--- src/rtl/accel_cmd_master.sv ---
// accel_cmd_master: issues one host multiply request at a time over the accelerator register port.
// Latency: rsp_valid 9 cycles after the accepting edge (11 with ACCEL_MASTER_VERIFY_EN defined).
// Backpressure: req_ready only in IDLE (no queueing); RESP holds data/err until rsp_ready.
// Optional feature macro: ACCEL_MASTER_VERIFY_EN adds operand readback checks before the go write.
module accel_cmd_master #(
  parameter logic [31:0] ACC_BASE       = 32'h0000_0000,
  parameter int unsigned TIMEOUT_CYCLES = 64
) (
  input  logic        clk,
  input  logic        rst_n,
  input  logic        req_valid,
  output logic        req_ready,
  input  logic [31:0] req_a,
  input  logic [31:0] req_b,
  output logic        rsp_valid,
  input  logic        rsp_ready,
  output logic [31:0] rsp_data,
  output logic        rsp_err,
  output logic [31:0] acc_addr,
  output logic        acc_wr_en,
  output logic        acc_select,
  output logic [31:0] acc_wdata,
  input  logic [31:0] acc_rdata,
  output logic        busy
);

  localparam logic [31:0] OFF_CTRL = 32'h0000_0000;
  localparam logic [31:0] OFF_A    = 32'h0000_0008;
  localparam logic [31:0] OFF_B    = 32'h0000_000C;
  localparam logic [31:0] OFF_C    = 32'h0000_0010;

  localparam int CW = $clog2(TIMEOUT_CYCLES + 1);
  localparam logic [CW-1:0] CNT_MAX  = CW'(TIMEOUT_CYCLES);
  // Value of the counter during the last permitted done-less POLL cycle.
  localparam logic [CW-1:0] CNT_LAST = CW'(TIMEOUT_CYCLES - 1);

  typedef enum logic [3:0] {
    S_IDLE,
    S_WR_A,
    S_WR_B,
    S_RB_A,
    S_RB_B,
    S_WR_GO,
    S_POLL,
    S_RD_C,
    S_RESP
  } state_t;

  state_t        state;
  state_t        state_nxt;
  logic [31:0]   op_b;
`ifdef ACCEL_MASTER_VERIFY_EN
  logic [31:0]   op_a;
`endif
  logic [CW-1:0] poll_cnt;
  logic          done;
  logic          timeout_hit;

  logic          rsp_load;
  logic          rsp_err_nxt;
  logic [31:0]   rsp_data_nxt;

  logic [31:0]   addr_nxt;
  logic [31:0]   wdata_nxt;
  logic          sel_nxt;
  logic          wr_nxt;

  assign done        = acc_rdata[31];
  assign timeout_hit = (poll_cnt >= CNT_LAST);

  // Next-state selection and the response value loaded when entering RESP.
  always_comb begin
    state_nxt    = state;
    rsp_load     = 1'b0;
    rsp_err_nxt  = 1'b0;
    rsp_data_nxt = 32'h0;
    case (state)
      S_IDLE:  if (req_valid) state_nxt = S_WR_A;
      S_WR_A:  state_nxt = S_WR_B;
`ifdef ACCEL_MASTER_VERIFY_EN
      S_WR_B:  state_nxt = S_RB_A;
      S_RB_A: begin
        if (acc_rdata != op_a) begin
          state_nxt   = S_RESP;
          rsp_load    = 1'b1;
          rsp_err_nxt = 1'b1;
        end else begin
          state_nxt = S_RB_B;
        end
      end
      S_RB_B: begin
        if (acc_rdata != op_b) begin
          state_nxt   = S_RESP;
          rsp_load    = 1'b1;
          rsp_err_nxt = 1'b1;
        end else begin
          state_nxt = S_WR_GO;
        end
      end
`else
      S_WR_B:  state_nxt = S_WR_GO;
`endif
      S_WR_GO: state_nxt = S_POLL;
      S_POLL: begin
        if (done) begin
          state_nxt = S_RD_C;
        end else if (timeout_hit) begin
          state_nxt   = S_RESP;
          rsp_load    = 1'b1;
          rsp_err_nxt = 1'b1;
        end
      end
      S_RD_C: begin
        state_nxt    = S_RESP;
        rsp_load     = 1'b1;
        rsp_data_nxt = acc_rdata;
      end
      S_RESP:  if (rsp_ready) state_nxt = S_IDLE;
      default: state_nxt = S_IDLE;
    endcase
  end

  // Bus drive for the state about to be entered, so the bus registers mirror the state register.
  always_comb begin
    addr_nxt  = ACC_BASE;
    wdata_nxt = 32'h0;
    sel_nxt   = 1'b0;
    wr_nxt    = 1'b0;
    case (state_nxt)
      S_WR_A: begin
        // WR_A is only ever entered from IDLE, on the accepting edge.
        addr_nxt  = ACC_BASE + OFF_A;
        wdata_nxt = req_a;
        sel_nxt   = 1'b1;
        wr_nxt    = 1'b1;
      end
      S_WR_B: begin
        addr_nxt  = ACC_BASE + OFF_B;
        wdata_nxt = op_b;
        sel_nxt   = 1'b1;
        wr_nxt    = 1'b1;
      end
      S_RB_A: begin
        addr_nxt = ACC_BASE + OFF_A;
        sel_nxt  = 1'b1;
      end
      S_RB_B: begin
        addr_nxt = ACC_BASE + OFF_B;
        sel_nxt  = 1'b1;
      end
      S_WR_GO: begin
        addr_nxt  = ACC_BASE + OFF_CTRL;
        wdata_nxt = 32'h0000_0001;
        sel_nxt   = 1'b1;
        wr_nxt    = 1'b1;
      end
      S_POLL: begin
        addr_nxt = ACC_BASE + OFF_CTRL;
        sel_nxt  = 1'b1;
      end
      S_RD_C: begin
        addr_nxt = ACC_BASE + OFF_C;
        sel_nxt  = 1'b1;
      end
      default: begin
        addr_nxt  = ACC_BASE;
        wdata_nxt = 32'h0;
      end
    endcase
  end

  // State register plus registered handshake, bus, operand, poll-counter and response outputs.
  always_ff @(posedge clk or negedge rst_n) begin
    if (!rst_n) begin
      state      <= S_IDLE;
      req_ready  <= 1'b1;
      rsp_valid  <= 1'b0;
      busy       <= 1'b0;
      rsp_data   <= 32'h0;
      rsp_err    <= 1'b0;
      acc_addr   <= ACC_BASE;
      acc_wdata  <= 32'h0;
      acc_select <= 1'b0;
      acc_wr_en  <= 1'b0;
      op_b       <= 32'h0;
`ifdef ACCEL_MASTER_VERIFY_EN
      op_a       <= 32'h0;
`endif
      poll_cnt   <= '0;
    end else begin
      state      <= state_nxt;
      req_ready  <= (state_nxt == S_IDLE);
      rsp_valid  <= (state_nxt == S_RESP);
      busy       <= (state_nxt != S_IDLE);
      acc_addr   <= addr_nxt;
      acc_wdata  <= wdata_nxt;
      acc_select <= sel_nxt;
      acc_wr_en  <= wr_nxt;

      if (state == S_IDLE && req_valid) begin
        op_b <= req_b;
`ifdef ACCEL_MASTER_VERIFY_EN
        op_a <= req_a;
`endif
      end

      // Counter is zero on POLL entry and saturates rather than wrapping.
      if (state != S_POLL) begin
        poll_cnt <= '0;
      end else if (!done && poll_cnt != CNT_MAX) begin
        poll_cnt <= poll_cnt + CW'(1);
      end

      if (rsp_load) begin
        rsp_data <= rsp_data_nxt;
        rsp_err  <= rsp_err_nxt;
      end
    end
  end

endmodule

--- config.mk ---
export PLATFORM = sky130hd
export DESIGN_NAME = accel_cmd_master
export DESIGN_NICKNAME = d
export VERILOG_FILES = /design/src/rtl/accel_cmd_master.sv
export SDC_FILE = /design/constraint.sdc
export NUM_CORES = 1
export LEC_CHECK = 0
export ABC_AREA = 0
export CAP_MARGIN = 20
export CORE_AREA = 8 8 154 84
export CTS_BUF_LIST = sky130_fd_sc_hd__clkbuf_16
export CTS_CLUSTER_SIZE = 16
export DETAILED_ROUTE_END_ITERATION = 10
export DIE_AREA = 0 0 162 92
export PLACE_DENSITY_LB_ADDON = 0.25
export SKIP_LAST_GASP = 1
export SLEW_MARGIN = 15
export SYNTH_ARGS = -nofsm -noshare
export SYNTH_HDL_FRONTEND = slang
export SYNTH_SLANG_ARGS = --single-unit
--- constraint.sdc ---
create_clock -name clk -period 3.28 [get_ports clk]
set_input_delay 0.656 -clock clk [delete_from_list [all_inputs] [get_ports clk]]
set_output_delay 0.656 -clock clk [all_outputs]
set_load 0.02 [all_outputs]
; ---- Word-level counts from Yosys, hierarchy flattened
; Cells that the tools add are included.
[word_totals]
ff_bits = 145
inputBits = 100
out_inout_bits = 102
elab_cells = 57
[op_classes]
add_sub_neg = 1
order_cmp = 1
eq_ne = 16
muxes = 16
reduce_logical = 11
[op_table]
columns = operator, count
row1 = $pmux 32 s3, 1
row2 = $mux 32, 1
row3 = $eq 4x3->1 const B, 7
row4 = $pmux 4 s7, 1
row5 = $mux 4, 4
row6 = $pmux 5 s3, 1
row7 = $mux 7, 2
row8 = $eq 4x2->1 const B, 3
row9 = $eq 4x1->1 const B, 2
row10 = $eq 4x4->1 const B, 2
row11 = $logic_not 4->1, 2
row12 = $add 7x1->7 const B, 1
row13 = $ge 7x6->1 const B, 1
row14 = $ne 7x7->1 const B, 1
row15 = $reduce_or 7->1, 1
row16 = $mux 1, 5
row17 = $ne 4x3->1 const B, 1
row18 = $reduce_bool 4->1, 1
row19 = $reduce_or 2->1, 2
row20 = $reduce_or 3->1, 1
row21 = $logic_and 1x1->1, 2
row22 = $pmux 1 s2, 1
row23 = $reduce_bool 2->1, 1
row24 = $logic_not 1->1, 1

; ---- Depth between registers and ports, before layout
[logic_depth]
depth_word = 7
ltp_mapped = 6
mapped_depth_nobuf = 5

; ---- Worst setup path before layout
; Ideal clock, no wire load.
[synth_timing]
kind = register to register
from = register state[3]
to = register op_b[14]
arrival_time_ns = 1.433
required_ns = 3.155
slack_ns = 1.722
stages_incl_launch_ff = 7
n_path_buf = 3
period_less_slack_ns = 1.558
path_cell_list = dfrtp_1 buf_2 nor2_1 and3_1 buf_4 buf_6 mux2_2
[synth_between]
elab_chain_len = 2
[synth_rtl]
columns = item, line
row1 = start: declaration, 49  ; state_t state;
row2 = start signal: assignment, 191  ; state <= state_nxt;
row3 = $logic_not 4->1, 200  ; if (state == S_IDLE && req_valid) begin
row4 = $logic_and 1x1->1, 200
row5 = end signal: assignment, 201  ; op_b <= req_b;
row6 = end: declaration, 51  ; logic [31:0] op_b;
; Every way passes these cells.
; A chain may end at the register's enable or synchronous reset.

; ---- Worst setup path after layout
[layout_timing]
from = register state[1]
to = register rsp_data[13]
[layout_between]
elab_chain_len = 2
[layout_rtl]
columns = item, line
row1 = $eq 4x3->1, 77  ; case (state)
row2 = $pmux 1 s2 / $mux 32 (equally long branches), 77
row3 = end signal: assignment, 215  ; rsp_data <= rsp_data_nxt;
row4 = end: declaration, 17  ; output logic [31:0] rsp_data,
; Several ways; a longest one is shown, not always the timed one.

==> results.yml <==
route:
  drtIter0Drc: 191
  drt-wirelength-per-cell_um: 17.97
  drt_first_pass_iters: 4
  vias_per_cell: 4.902
  drc_errors: 0
  wl_mm: 13.15
  vias: 3588
  ant_nets: 0
global_route:
  grt_use_total_pct: 18.06
  grt_pass1_vias: 3801
  gr-usage-met2_pct: 25.97
  grt_util_met3_pct: 7.895
  grt.busiest_layer: "met2"
  antenna_found_initial: 0
  grt_first_pass_wirelength_mm: 21.18
  gr-total-overflow: 0
  use_met1_pct: 23.95
  grt_max_degree: 66
floorplan:
  die_w_um: 162
  core_um2: 10680
  ios: 202
  dieArea_um2: 14900
  die_h_um: 92
  initial_utilization_pct: 45.15
  fp-row-count: 27
critical_path:
  crit_type: "flop to flop"
  r2r_setup_slack_ps: 1050
  worstPathArrival_ps: 2470
  start_kind: "flop"
  path_buf_inv: 0
  worstPathRequired_ps: 3520
  path_delay_family: "simple AND/OR/NAND/NOR gates"
  worst_path_max_delay_cell: "and4bb_2"
  path_cells: "nand4bb_4 -> and4bb_2 -> o21ai_0"
  cp-end-kind: "flop"
  slowest_delay_ps: 810
  path_max_fanout: 35
sta:
  finalSetupTns_ps: 0
  setup_ws_ps: 1055
  fmax_mhz: 449.4
  rsz0062_at_grt: "no"
  relSlewSlack_pct: 49.97
  period_needed_ps: 2225
  skew_ps: 6.667
  hold-worst-slack_ps: 313.9
  setup-violations-final: 0
  fin_crit_sh_pct: 67.84
  maxSlewViolCount: 0
  hold_viol: 0
  worst_slew_pin_slew_ps: 750.4
clock_tree:
  postCtsSetupRepairBufs: 0
  cts_root_buf: "clkbuf_16"
  numCtsBuffers: 17
  clk_path_buf_depth: 2
  path_clk_slew_ps: 60
  clk-insertion-delay-late_ps: 400
  cts_resized: 0
  hold_buffers: 0
  cts_tree: "done"
  cts.sinks: 116
  cts_max_level: 4
logic_synthesis:
  synth.area.top_cells: "dfrtp_1 (60%), mux2_2 (7.9%), a22o_1 (5.8%)"
  syn_avg_cell_area_um2: 11.84
  ys.flop_type: "dfrtp_1"
  netlist_instances: 407
  synth-seq-area-share_pct: 60.25
  synth_area_um2: 4820
  async_reset_ff_share_pct: 100.0
  yosysMostFrequentCell: "dfrtp_1"
  synth_cell_type_count: 46
  ys_ff_latch: 116
  yosysTopAreaCell: "dfrtp_1"
  yosysWarnings: 0
  synth_edf_count: 0
  synth_common_cells: "dfrtp_1 (115), nand2_1 (69), mux2_2 (34)"
  synth.top_cell.area_share_pct: 59.71
place:
  dp_hpwl_mm: 9.446
  place.port_buffers: 172
  gp_congestion: 0.7331
  dp_slack_ps: 786.1
outcome:
  status: "finished, final reports clean"
pwr:
  p_per_area_nw_per_um2: 974.2
  peakVddDrop_uv: 488.4
  leakagePower_nw: 3.123
layout:
  area_delta_synth_final_pct: 47.85
  antenna_cells: 0
  final_util_pct: 66.75
  layout.nets: 676
  fillers: 824
  drive_above_1_share_pct: 12.95
job:
  cap_viol_max_count: 0
hold_path:
  min-delay-path-class: "input port to async pin"
==> routing by layer <==
| layer | vias to the layer above | share of wire, % |
|---|---|---|
| met3 | 12 | 9.8 |
| li1 | 1683 | - |
| met5 | - | 0 |
| met2 | 158 | 43 |
| met4 | 0 | 0.78 |
| met1 | 1735 | 46 |
==> cells in the final DEF (no fill, tap or decap), types with 2 or more instances in the layout <==
master,instances
a211o_1,2
a21oi_1,6
a22o_1,32
buf_12,2
buf_4,4
bufinv_16,4
clkbuf_16,17
clkdlybuf4s50_1,171
clkinv_1,2
clkinv_2,2
clkinv_4,3
clkinvlp_4,3
conb_1,29
dfrtp_1,115
ha_1,2
inv_1,5
mux2_2,34
nand2_1,69
nand2b_1,4
nand3_1,2
nand3b_1,2
nand4b_1,2
nor2_1,11
o21ai_0,27
o21ai_1,9
or3_1,2
==> power by group <==
| part | switching [mW] | internal, mW |
|---|---|---|
| Sequential | 0.353 | 2.08 |
| Clock | 0.652 | 1.26 |
| Combinational | 1.29 | 1.31 |
==> path summary, 6_finish.rpt <==
| check | cells past startpoint | start | end |
|---|---|---|---|
| worst min-delay path | 1 | rst_n | acc_wdata[24] |
| min in group clk | 1 | op_b[3] | acc_wdata[3] |
| max in group asynchronous | 2 | rst_n | req_ready |
| worst min register to register | 1 | op_b[3] | acc_wdata[3] |
| worst max-delay path | 3 | state[1] | rsp_data[13] |
| worst max register to register | 3 | state[1] | rsp_data[13] |
==> metrics by stage <==
| stage | cells | power [mW] | instance area, µm² |
|---|---|---|---|
| 3_3_place_gp | 700 | 4.995 | 6510 |
| 4_1_cts | 732 | 7.016 | 7126 |
| 2_1_floorplan | 435 | 3.835 | 4925 |
| 6_report | 732 | 6.942 | 7126 |
| 5_1_grt | 732 | 7.325 | 7126 |
| 3_5_place_dp | 700 | 5.073 | 6510 |
==> logic make-up (layout without fill, tap and decap cells) <==
logic type	after synthesis	after routing	synth area share [%]
flip-flops	116	116	60.25
AO/OA/AOI/OAI	86	86	12.18
AND/OR/NAND/NOR	106	106	10.54
multiplexers	34	34	7.944
other	1	29	0.07781
XOR/XNOR	1	1	0.1818
buffers and inverters	61	213	8.307
adder cells (fa/ha/maj)	2	2	0.5191
==> cell type report <==
| cell class | count | area, µm² | share of cell area (%) |
|---|---|---|---|
| clock buffers | 17 | 425.4 | 5.970 |
| clock inverters | 15 | 190.2 | 2.669 |
| inverters | 4 | 15.01 | 0.2107 |
| multi-input cells | 258 | 1628 | 22.84 |
| flip-flops and latches | 116 | 2904 | 40.76 |
| well taps | 145 | 181.4 | 2.546 |
| repair buffers | 177 | 1782 | 25.00 |
==> flip-flops by register name, summed over array words and instances, names as in the netlist <==
signal	cells
acc_wdata	32
op_b	32
rsp_data	32
poll_cnt	7
state	4
acc_addr	3
acc_select	1
acc_wr_en	1
busy	1
req_ready	1
rsp_err	1
rsp_valid	1
Power figures use the tool's default switching activity.
